--- src/rtl/multicycle_ctrl.sv ---
// Multicycle RISC-V style control FSM with memory-wait timeout.
// Optional illegal-opcode trap state enabled by defining MC_ILLEGAL_TRAP_EN.
module multicycle_ctrl #(
  parameter int unsigned MEM_TIMEOUT = 15
) (
  input  logic       clk,
  input  logic       rst_n,
  input  logic [6:0] Op,
  input  logic       Zero,
  input  logic       mem_ready,
  output logic       PCWrite,
  output logic       AdrSrc,
  output logic       IRWrite,
  output logic       MemWrite,
  output logic       RegWrite,
  output logic [1:0] ResultSrc,
  output logic [1:0] AluSrcA,
  output logic [1:0] AluSrcB,
  output logic [1:0] AluOp,
  output logic [1:0] ImmSrc,
  output logic       mem_err,
  output logic       illegal_op
);

  localparam logic [6:0] OP_LW  = 7'b0000011;
  localparam logic [6:0] OP_SW  = 7'b0100011;
  localparam logic [6:0] OP_R   = 7'b0110011;
  localparam logic [6:0] OP_I   = 7'b0010011;
  localparam logic [6:0] OP_JAL = 7'b1101111;
  localparam logic [6:0] OP_BEQ = 7'b1100011;

  localparam logic [7:0] TMO_LAST = 8'(MEM_TIMEOUT - 1);

  typedef enum logic [3:0] {
    FETCH, DECODE, MEMADR, MEMREAD, MEMWB, MEMWRITE,
    EXECR, EXECI, JAL, ALUWB,
`ifdef MC_ILLEGAL_TRAP_EN
    ILLEGAL,
`endif
    BEQ
  } state_t;

  state_t     state_q, state_d;
  logic [7:0] cnt_q, cnt_d;
  logic       waiting, timeout;

  always_ff @(posedge clk or negedge rst_n) begin
    if (!rst_n) begin
      state_q <= FETCH;
      cnt_q   <= '0;
    end else begin
      state_q <= state_d;
      cnt_q   <= cnt_d;
    end
  end

  always_comb begin
    state_d   = state_q;
    PCWrite   = 1'b0;
    AdrSrc    = 1'b0;
    IRWrite   = 1'b0;
    MemWrite  = 1'b0;
    RegWrite  = 1'b0;
    ResultSrc = 2'b00;
    AluSrcA   = 2'b00;
    AluSrcB   = 2'b00;
    AluOp     = 2'b00;

    // Counter restarts whenever a wait state is (re)entered or left.
    waiting = (state_q == FETCH) || (state_q == MEMREAD) || (state_q == MEMWRITE);
    timeout = waiting && !mem_ready && (cnt_q == TMO_LAST);
    cnt_d   = (waiting && !mem_ready && !timeout) ? cnt_q + 8'd1 : '0;
    mem_err = timeout;

    case (state_q)
      FETCH: begin
        AluSrcB   = 2'b10;
        ResultSrc = 2'b10;
        // Handshake enables are gated by rst_n so they stay low while reset is held.
        IRWrite   = mem_ready & rst_n;
        PCWrite   = mem_ready & rst_n;
        if (mem_ready) state_d = DECODE;
      end
      DECODE: begin
        AluSrcA = 2'b01;
        AluSrcB = 2'b01;
        case (Op)
          OP_LW, OP_SW: state_d = MEMADR;
          OP_R:         state_d = EXECR;
          OP_I:         state_d = EXECI;
          OP_JAL:       state_d = JAL;
          OP_BEQ:       state_d = BEQ;
`ifdef MC_ILLEGAL_TRAP_EN
          default:      state_d = ILLEGAL;
`else
          default:      state_d = FETCH;
`endif
        endcase
      end
      MEMADR: begin
        AluSrcA = 2'b10;
        AluSrcB = 2'b01;
        state_d = (Op == OP_LW) ? MEMREAD : MEMWRITE;
      end
      MEMREAD: begin
        AdrSrc = 1'b1;
        if (mem_ready) state_d = MEMWB;
      end
      MEMWB: begin
        ResultSrc = 2'b01;
        RegWrite  = 1'b1;
        state_d   = FETCH;
      end
      MEMWRITE: begin
        AdrSrc   = 1'b1;
        MemWrite = 1'b1;
        if (mem_ready) state_d = FETCH;
      end
      EXECR: begin
        AluSrcA = 2'b10;
        AluOp   = 2'b10;
        state_d = ALUWB;
      end
      EXECI: begin
        AluSrcA = 2'b10;
        AluSrcB = 2'b01;
        AluOp   = 2'b10;
        state_d = ALUWB;
      end
      JAL: begin
        AluSrcA = 2'b01;
        AluSrcB = 2'b10;
        PCWrite = 1'b1;
        state_d = ALUWB;
      end
      ALUWB: begin
        RegWrite = 1'b1;
        state_d  = FETCH;
      end
      BEQ: begin
        AluSrcA = 2'b10;
        AluOp   = 2'b01;
        PCWrite = Zero;
        state_d = FETCH;
      end
`ifdef MC_ILLEGAL_TRAP_EN
      ILLEGAL: state_d = ILLEGAL;
`endif
      default: state_d = FETCH;
    endcase

    if (timeout) state_d = FETCH;
  end

  always_comb begin
    case (Op)
      OP_SW:   ImmSrc = 2'b01;
      OP_BEQ:  ImmSrc = 2'b10;
      OP_JAL:  ImmSrc = 2'b11;
      default: ImmSrc = 2'b00;
    endcase
  end

`ifdef MC_ILLEGAL_TRAP_EN
  logic illegal_q, illegal_d;

  always_comb illegal_d = illegal_q | (state_d == ILLEGAL);

  always_ff @(posedge clk or negedge rst_n) begin
    if (!rst_n) illegal_q <= 1'b0;
    else        illegal_q <= illegal_d;
  end

  assign illegal_op = illegal_q;
`else
  assign illegal_op = 1'b0;
`endif

endmodule
--- config.mk ---
export PLATFORM = sky130hd
export DESIGN_NAME = multicycle_ctrl
export DESIGN_NICKNAME = d
export VERILOG_FILES = /design/src/rtl/multicycle_ctrl.sv
export SDC_FILE = /design/constraint.sdc
export NUM_CORES = 1
export LEC_CHECK = 0
export BUFFER_PORTS_ARGS = -buffer_cell sky130_fd_sc_hd__buf_2
export CAP_MARGIN = 20
export CORE_MARGIN = 2
export CORE_UTILIZATION = 44
export DETAILED_ROUTE_END_ITERATION = 8
export GPL_ROUTABILITY_DRIVEN = 0
export PLACE_DENSITY = 0.7
export SYNTH_ARGS = -nofsm -noshare
export SYNTH_HDL_FRONTEND = slang
export SYNTH_SLANG_ARGS = --single-unit
--- constraint.sdc ---
create_clock -name clk -period 2.72 [get_ports clk]
set_input_delay 0.408 -clock clk [delete_from_list [all_inputs] [get_ports clk]]
set_output_delay 0.408 -clock clk [all_outputs]
set_load 0.01 [all_outputs]
## After elaboration in Yosys (flattened, before gate mapping)

Index checks and enable logic that the tools add are counted.

| operators by class | value |
|---|---|
| reductions and logical operators | 18 |
| multiplexer cells | 18 |
| bitwise logic cells | 1 |
| eq/ne operators | 20 |
| add/subtract/negate cells | 1 |

Operator list:

| operator | count |
|---|---|
| $pmux W4 S6 | 1 |
| $pmux W4 S5 | 1 |
| $eq A4 B3 Y1 const B | 4 |
| $mux W4 | 4 |
| $pmux W2 S2 | 4 |
| $eq A7 B6 Y1 const B | 2 |
| $eq A7 B7 Y1 const B | 2 |
| $eq A4 B4 Y1 const B | 3 |
| $reduce_or A2 Y1 | 6 |
| $ne A3 B3 Y1 const B | 3 |
| $add A8 B1 Y8 const B | 1 |
| $eq A4 B2 Y1 const B | 2 |
| $eq A8 B4 Y1 const B | 1 |
| $mux W8 | 1 |
| $eq A7 B2 Y1 const B | 1 |
| $eq A7 B5 Y1 const B | 1 |
| $pmux W2 S3 | 1 |
| $reduce_or A3 Y1 | 2 |
| $eq A4 B1 Y1 const B | 1 |
| $logic_not A4 Y1 | 1 |
| $mux W1 | 4 |
| $reduce_or A4 Y1 | 1 |
| $logic_and A1 B1 Y1 | 3 |
| $mux W3 | 1 |
| other kinds (5) | 7 |

| word-level totals | value |
|---|---|
| bits of input ports | 11 |
| word-level logic and storage cells | 60 |
| register bits | 12 |
| output and inout port bits | 17 |

## Logic depth before layout (Yosys ltp)

Gate-level depths: netlist (run 1).

| depth | value |
|---|---|
| depth in word-level cells | 8 |
| mapped depth | 5 |
| gate-level depth less buffers | 5 |

## Least setup slack after synthesis (run 1)

OpenSTA, ideal clock, no wires.

| timing | value |
|---|---|
| path type | register to output |
| start point | register state_q[2] |
| end point | output PCWrite |
| stages on the path, launching flop included | 5 |
| data required time | 2312 ps |
| slack | 790 ps |
| path buffers | 1 |
| data arrival time | 1522 ps |
| cells stage by stage | dfrtp_1 -> clkbuf_1 -> nor4_1 -> and3_1 -> a41o_1 |

| on the way | value |
|---|---|
| cells in the longest elaborated chain, start to end | 2 |
| elaborated cells on any way between the ends | 4 |
| those cells by class | 2 x eq/ne; 1 x mux; 1 x reduce/logical |

Ends and longest elaborated chain:

| element | line | RTL |
|---|---|---|
| from (decl) | 43 | `state_t state_q, state_d;` |
| from (signal assigned) | 52 | `state_q <= state_d;` |
| $eq A4 B4 Y1 or $logic_not A4 Y1 (tied branches) | 75 | `case (state_q)` |
| $pmux W1 S3 (*) | 75 |  |
| to (decl) | 11 | `output logic PCWrite,` |

Mark *: on every way between the ends. The rest lies on a longest branch, timed or not.

## Worst setup path after layout (run 1)

| timing | value |
|---|---|
| start point | register state_q[0] |
| end point | output mem_err |

| on the way | value |
|---|---|
| cells in the longest elaborated chain, start to end | 5 |
| elaborated cells on any way between the ends | 7 |
| those cells by class | 2 x eq/ne; 5 x reduce/logical |

Ends and longest elaborated chain:

| element | line | RTL |
|---|---|---|
| $eq A4 B2 Y1 or $logic_not A4 Y1 (tied branches) | 70 | `waiting = (state_q == FETCH) \|\| (state_q == MEMREAD) \|\| (state_q == MEMWRITE);` |
| $logic_or A1 B1 Y1 | 70 |  |
| $logic_or A1 B1 Y1 (*) | 70 |  |
| $logic_and A1 B1 Y1 (*) (2 in series) | 71 | `timeout = waiting && !mem_ready && (cnt_q == TMO_LAST);` |
| to (decl) | 21 | `output logic mem_err,` |

Marked as above.

==> flow_summary.ini, run 1 <==
[detailed_routing]
first_pass_iters = 4
drt_first_iter_violations = 10
routed_wl_um = 1990
drc = 0
avgViaCountPerCell = 5.29
antenna_left = 0
drt-wirelength-per-cell_um = 11.9
vias = 883

[final_layout]
fillers = 199
synthToLayoutAreaGrowth_pct = 20.1
layout_commonest_cell = buf_2
drive_gt1_share_pct = 25.0
multi_input_area_um2 = 583
n_antenna_cell = 0
final_cell_mix = buf_2 (26), nor2_1 (17), dfrtp_1 (12), nor3_1 (7)
fin_util_pct = 56.5
nNetsFinal = 154
seq_area_um2 = 300

[floorplanning]
core_area_mm2 = 0.00198
die_width_um = 50.0
io_pins = 28
initial_utilization_pct = 47.0
die_height_um = 50.0
row_count = 16
die-area_mm2 = 0.00250

[yosys]
synth_area_leader_cell = dfrtp_1
ys_seq_area_share_pct = 32.2
syn_avg_cell_area_um2 = 8.18
synth_top_family_by_area = simple AND/OR/NAND/NOR gates
synthTopCellsByArea = dfrtp_1 (32%), nor2_1 (6.8%), xor2_1 (5.6%)
synth_mux_area_share_pct = 0
syn_inst = 114
netlist_area_um2 = 932
synthFlopType = dfrtp_1
synth_nets = 127
synth_compound_area_share_pct = 19.1
synthDistinctLibCells = 39
ys_async_sr_fraction_pct = 100
synthAdderAreaFrac_pct = 2.68
yosysTopAreaCellShare_pct = 32.2
synthSimpleGateAreaFrac_pct = 32.9
synth_seq_cells = 12
synth_xor_area_share_pct = 7.52
synth-edff-count = 0
yosysWarnings = 0

[worst_hold_path]
hp-start = Op[1]
holdPathEnd = state_q[1]
min_delay_path_depth = 3
hp-class = in -> reg

[power_and_ir_drop]
total_power_mw = 0.639
peakVddDrop_uv = 455
power_leakage_nw = 0.536
powerDensity_mw_per_mm2 = 571

[global_routing]
grt_max_degree = 18
grt_overflow = 0
grt_first_pass_wirelength_um = 3520
grt_use_total_pct = 18.7
grt_pass1_vias = 802
antenna_found_initial = 0

[timing]
fmax_mhz = 444
rsz0062_at_grt = false
period_needed_ps = 2250
final_hold_viol_count = 0
worst_pin_slew_ps = 506
slew_headroom_pct = 66.3
setup_viol = 0
tns_ps = 0
finalClockSkew_ps = 4.70
drv_slew = 0
finalCritPeriodShare_pct = 82.8
timing.hold.ws_ps = 441

[setup_path]
crit_path_end_kind = output port
cp_max_fo = 17
worstSetupPathType = reg -> out
r2r-end = state_q[1]
r2r_cells = 4
r2r_slack_ps = 980
arrival_ps = 1840
worstPathRequired_ps = 2310
worstReg2RegStart = state_q[0]
cp-start-kind = register

[cts]
cts.htree.levels = 1
clock_latency_ps = 270
cts_buffers = 3
cts_tree = built
clk_pin_slew_ps = 70
post_cts_buffers = 0
cts_hold_buf = 0
cts_resized = 0
cts_buffer_depth = 2
cts.sinks = 12
cts_root_buf = clkbuf_4

[place]
place_hpwl_um = 1530
io_buffers = 26

[run_status]
run_status = finished, final reports clean

[flow_run]
maxCapViolations = 0
## report_power, final
group	leakage [nW]	total (mW)	internal [mW]	switching, mW
sequential	0.165	0.249	0.197	0.0513
clock	0.0210	0.138	0.0814	0.0568
combinational	0.351	0.252	0.117	0.136
total	0.536	0.639	0.395	0.244
## routing by layer
metal	track usage, %	vias up	wire length (um)
li1	-	457	-
met1	23.8	404	989
met2	29.2	18	893
met3	6.06	4	87
met4	6.94	0	22
met5	0	-	0
## worst max path at each step
stage / startpoint / to / slack (ps) / cells after the start
6_report: state_q[0] / mem_err / 470 / 4
5_1_grt: state_q[0] / mem_err / 340 / 4
4_1_cts: state_q[0] / mem_err / 460 / 4
3_5_place_dp: state_q[0] / mem_err / 780 / 4
3_3_place_gp: state_q[0] / mem_err / 780 / 4
2_1_floorplan: state_q[2] / PCWrite / 790 / 4
## cell usage after synthesis (2+ instances only)
| master | n |
|---|---|
| o21a_1 | 3 |
| a21oi_1 | 6 |
| nand4_1 | 3 |
| and3_1 | 4 |
| clkbuf_1 | 2 |
| dfrtp_1 | 12 |
| nand2_1 | 6 |
| nand2b_1 | 5 |
| xnor2_1 | 2 |
| nor3_1 | 7 |
| nand3_1 | 3 |
| nand4b_1 | 2 |
| nor4_1 | 2 |
| buf_2 | 3 |
| xor2_1 | 6 |
| a31oi_1 | 3 |
| ha_1 | 2 |
| nor2_1 | 17 |
| inv_1 | 5 |
| o21ai_1 | 2 |
## state kept, by name (all words and copies together) (netlist names)
name,flops
state_q,4
cnt_q,8
## critical path: stages, from the launching register on
cell	delay (ps)
dfrtp_1	660
o21ba_2	260
a2111o_1	400
nor2_1	110
buf_2	140
## cell families after synthesis
kind of cell / count (synthesis)
buf+inv: 11
fa+ha+maj: 2
flops: 12
xor+xnor: 8
compound gates: 23
other cells: 1
simple gates: 57
## stage by stage
step	cell area, um^2	setup WS, ps	cells
3_5_place_dp	1070	780	162
6_report	1120	469	167
2_1_floorplan	932	790	114
4_1_cts	1110	460	166
5_1_grt	1120	338	167
3_3_place_gp	1070	780	162
## layout make-up
| cell class | count | area share, % |
|---|---|---|
| well taps | 27 | 3.02 |
| repair buffers | 28 | 13.2 |
| inverters | 5 | 1.68 |
| clock buffers | 4 | 3.24 |
| multi-input cells | 91 | 52.1 |
| flip-flops and latches | 12 | 26.8 |
(Power assumes the default switching activity.)
==> run 2: changes to the inputs <==
--- a/config.mk
+++ b/config.mk
@@ -11,7 +11,7 @@
 export CORE_UTILIZATION = 44
 export DETAILED_ROUTE_END_ITERATION = 8
 export GPL_ROUTABILITY_DRIVEN = 0
-export PLACE_DENSITY = 0.7
+export PLACE_DENSITY = 0.73
 export SYNTH_ARGS = -nofsm -noshare
 export SYNTH_HDL_FRONTEND = slang
 export SYNTH_SLANG_ARGS = --single-unit
==> constraint.sdc (replaced) <==
create_clock -name clk -period 1.9 [get_ports clk]
set_input_delay 0.285 -clock clk [delete_from_list [all_inputs] [get_ports clk]]
set_output_delay 0.285 -clock clk [all_outputs]
set_load 0.01 [all_outputs]
==> flow_summary.ini, run 2 (synthesis gave the netlist of run 1 again) <==
[worst_hold_path]
hp-start = Op[1]
min_delay_path_depth = 3
holdPathEnd = state_q[1]
hp-class = in -> reg

[final_layout]
fillers = 166
largest_register = cnt_q
fin_cells = 177
seq_area_um2 = 305
n_antenna_cell = 0
stdcell_area_mm2 = 0.00126
nNetsFinal = 164
layout_commonest_cell = buf_2
final_cell_mix = buf_2 (26), nor2_1 (16), dfrtp_1 (8), buf_4 (8), nor3_1 (7)
multi_input_area_um2 = 621
largest_reg_flops = 8
synthToLayoutAreaGrowth_pct = 34.8
reg.largest.list = cnt_q x8, state_q x4
fin_util_pct = 63.4
drive_gt1_share_pct = 36.7

[detailed_routing]
routed_wl_um = 2210
antenna_left = 0
drt_first_iter_violations = 30
vias = 954
avgViaCountPerCell = 5.39
drt-wirelength-per-cell_um = 12.5
drc = 0
first_pass_iters = 4

[timing]
finalCritPeriodShare_pct = 97.2
rsz0062_at_grt = true
fmax_mhz = 541
final_hold_viol_count = 0
finalClockSkew_ps = 3.89
setup_viol = 0
period_needed_ps = 1850
layout_setup_ws_ps = 52.4
drv_slew = 0

[power_and_ir_drop]
p_sw_share_pct = 37.2
power_leakage_nw = 0.584
p_int_mw = 0.650
p_sw_mw = 0.385
seqPwrFrac_pct = 32.2
clock_power_share_pct = 19.3
pwr-share-comb_pct = 48.4
powerDensity_mw_per_mm2 = 824
peakVddDrop_uv = 480

[setup_path]
worstSetupPathType = reg -> out
cp_max_fo = 4
critPathMaxStageDelay_ps = 470
worstPathRequired_ps = 1620
r2r-end = state_q[0]
path_cells = xnor2_4 -> a2111o_1 -> nor2_1 -> buf_2
r2r_cells = 6
cp-start-kind = register
slowest_stage = dfrtp_2
worstReg2RegStart = state_q[2]
r2r_slack_ps = 120
crit_path_end_kind = output port
arrival_ps = 1560

[floorplanning]
die-area_mm2 = 0.00250
die_width_um = 50.0
initial_utilization_pct = 47.0
io_pins = 28
row_count = 16
die_height_um = 50.0
core_area_mm2 = 0.00198

[cts]
cts.sinks = 12
cts.htree.levels = 1
cts_buffers = 3
cts_tree = built
clk_pin_slew_ps = 70
clock_latency_ps = 270
cts_root_buf = clkbuf_4
cts_buffer_depth = 2

[global_routing]
grt_first_pass_wirelength_um = 3800
grt_use_total_pct = 19.5
antenna_found_initial = 0
grt_max_degree = 18
grt_overflow = 0
grt_pass1_vias = 850

[place]
dpl_worst_slack_ps = 221
place_inst = 166
place_hpwl_um = 1640
placed_cell_area_mm2 = 0.00110
io_buffers = 26

[run_status]
run_status = finished, final reports clean

[flow_run]
maxCapViolations = 0
-- run 2: changes by cell type in the layout (fill, tap and decap cells not counted), sizes merged --
cell | before | now
buf | 27 | 37
inv | 5 | 3
clkinvlp | 0 | 2
-- run 2: cell type report --
type                    instances  area share, %
well taps                      27           2.69
inverters                       5           2.09
repair buffers                 38           18.6
clock buffers                   4           2.89
multi-input cells              91           49.4
flip-flops and latches         12           24.3
-- run 2: critical path: cells and delay by family (launching register included) --
kind,cells,cell delay (ps)
flip-flops,1,470
AO/OA/AOI/OAI,1,400
XOR/XNOR,1,180
buffers and inverters,1,140
AND/OR/NAND/NOR,1,110
-- run 2: worst max path at each step --
stage	start	to	cells after the start
3_5_place_dp	state_q[1]	mem_err	4
6_report	state_q[2]	mem_err	4
2_1_floorplan	state_q[2]	PCWrite	4
4_1_cts	state_q[2]	mem_err	4
5_1_grt	state_q[0]	AluSrcB[0]	6
3_3_place_gp	state_q[0]	mem_err	4
-- run 2: layer usage --
layer	part of all wire (%)	global-route usage, %
met1	47	27.6
met2	49	30.0
met3	2.9	1.82
met4	0.36	8.33
met5	0	0
-- run 2: power groups by stage --
stage               Clock [mW]  Combinational, mW  Sequential, mW
finish                   0.200              0.501           0.334
global route             0.220              0.556           0.340
CTS                      0.207              0.432           0.338
detailed placement           0              0.411           0.339
global placement             0              0.405           0.334
floorplan                    0              0.283           0.322
-- run 2: repair_timing --
item                                    CTS  global route
setup buffers                             3             3
pin swaps                                 2             2
gates resized for setup                   6             9
cloned                                    0             0
endpoints found under the setup margin    3             7
endpoints found under the hold margin    12             0
hold buffers                              1             0
-- run 2: metrics by stage --
step	power [mW]	hold slack [ps]	setup TNS [ps]
floorplan	0.605	-10.6	0
global placement	0.739	260	0
detailed placement	0.750	263	0
CTS	0.978	293	0
global route	1.12	300	-26.4
finish	1.04	304	0
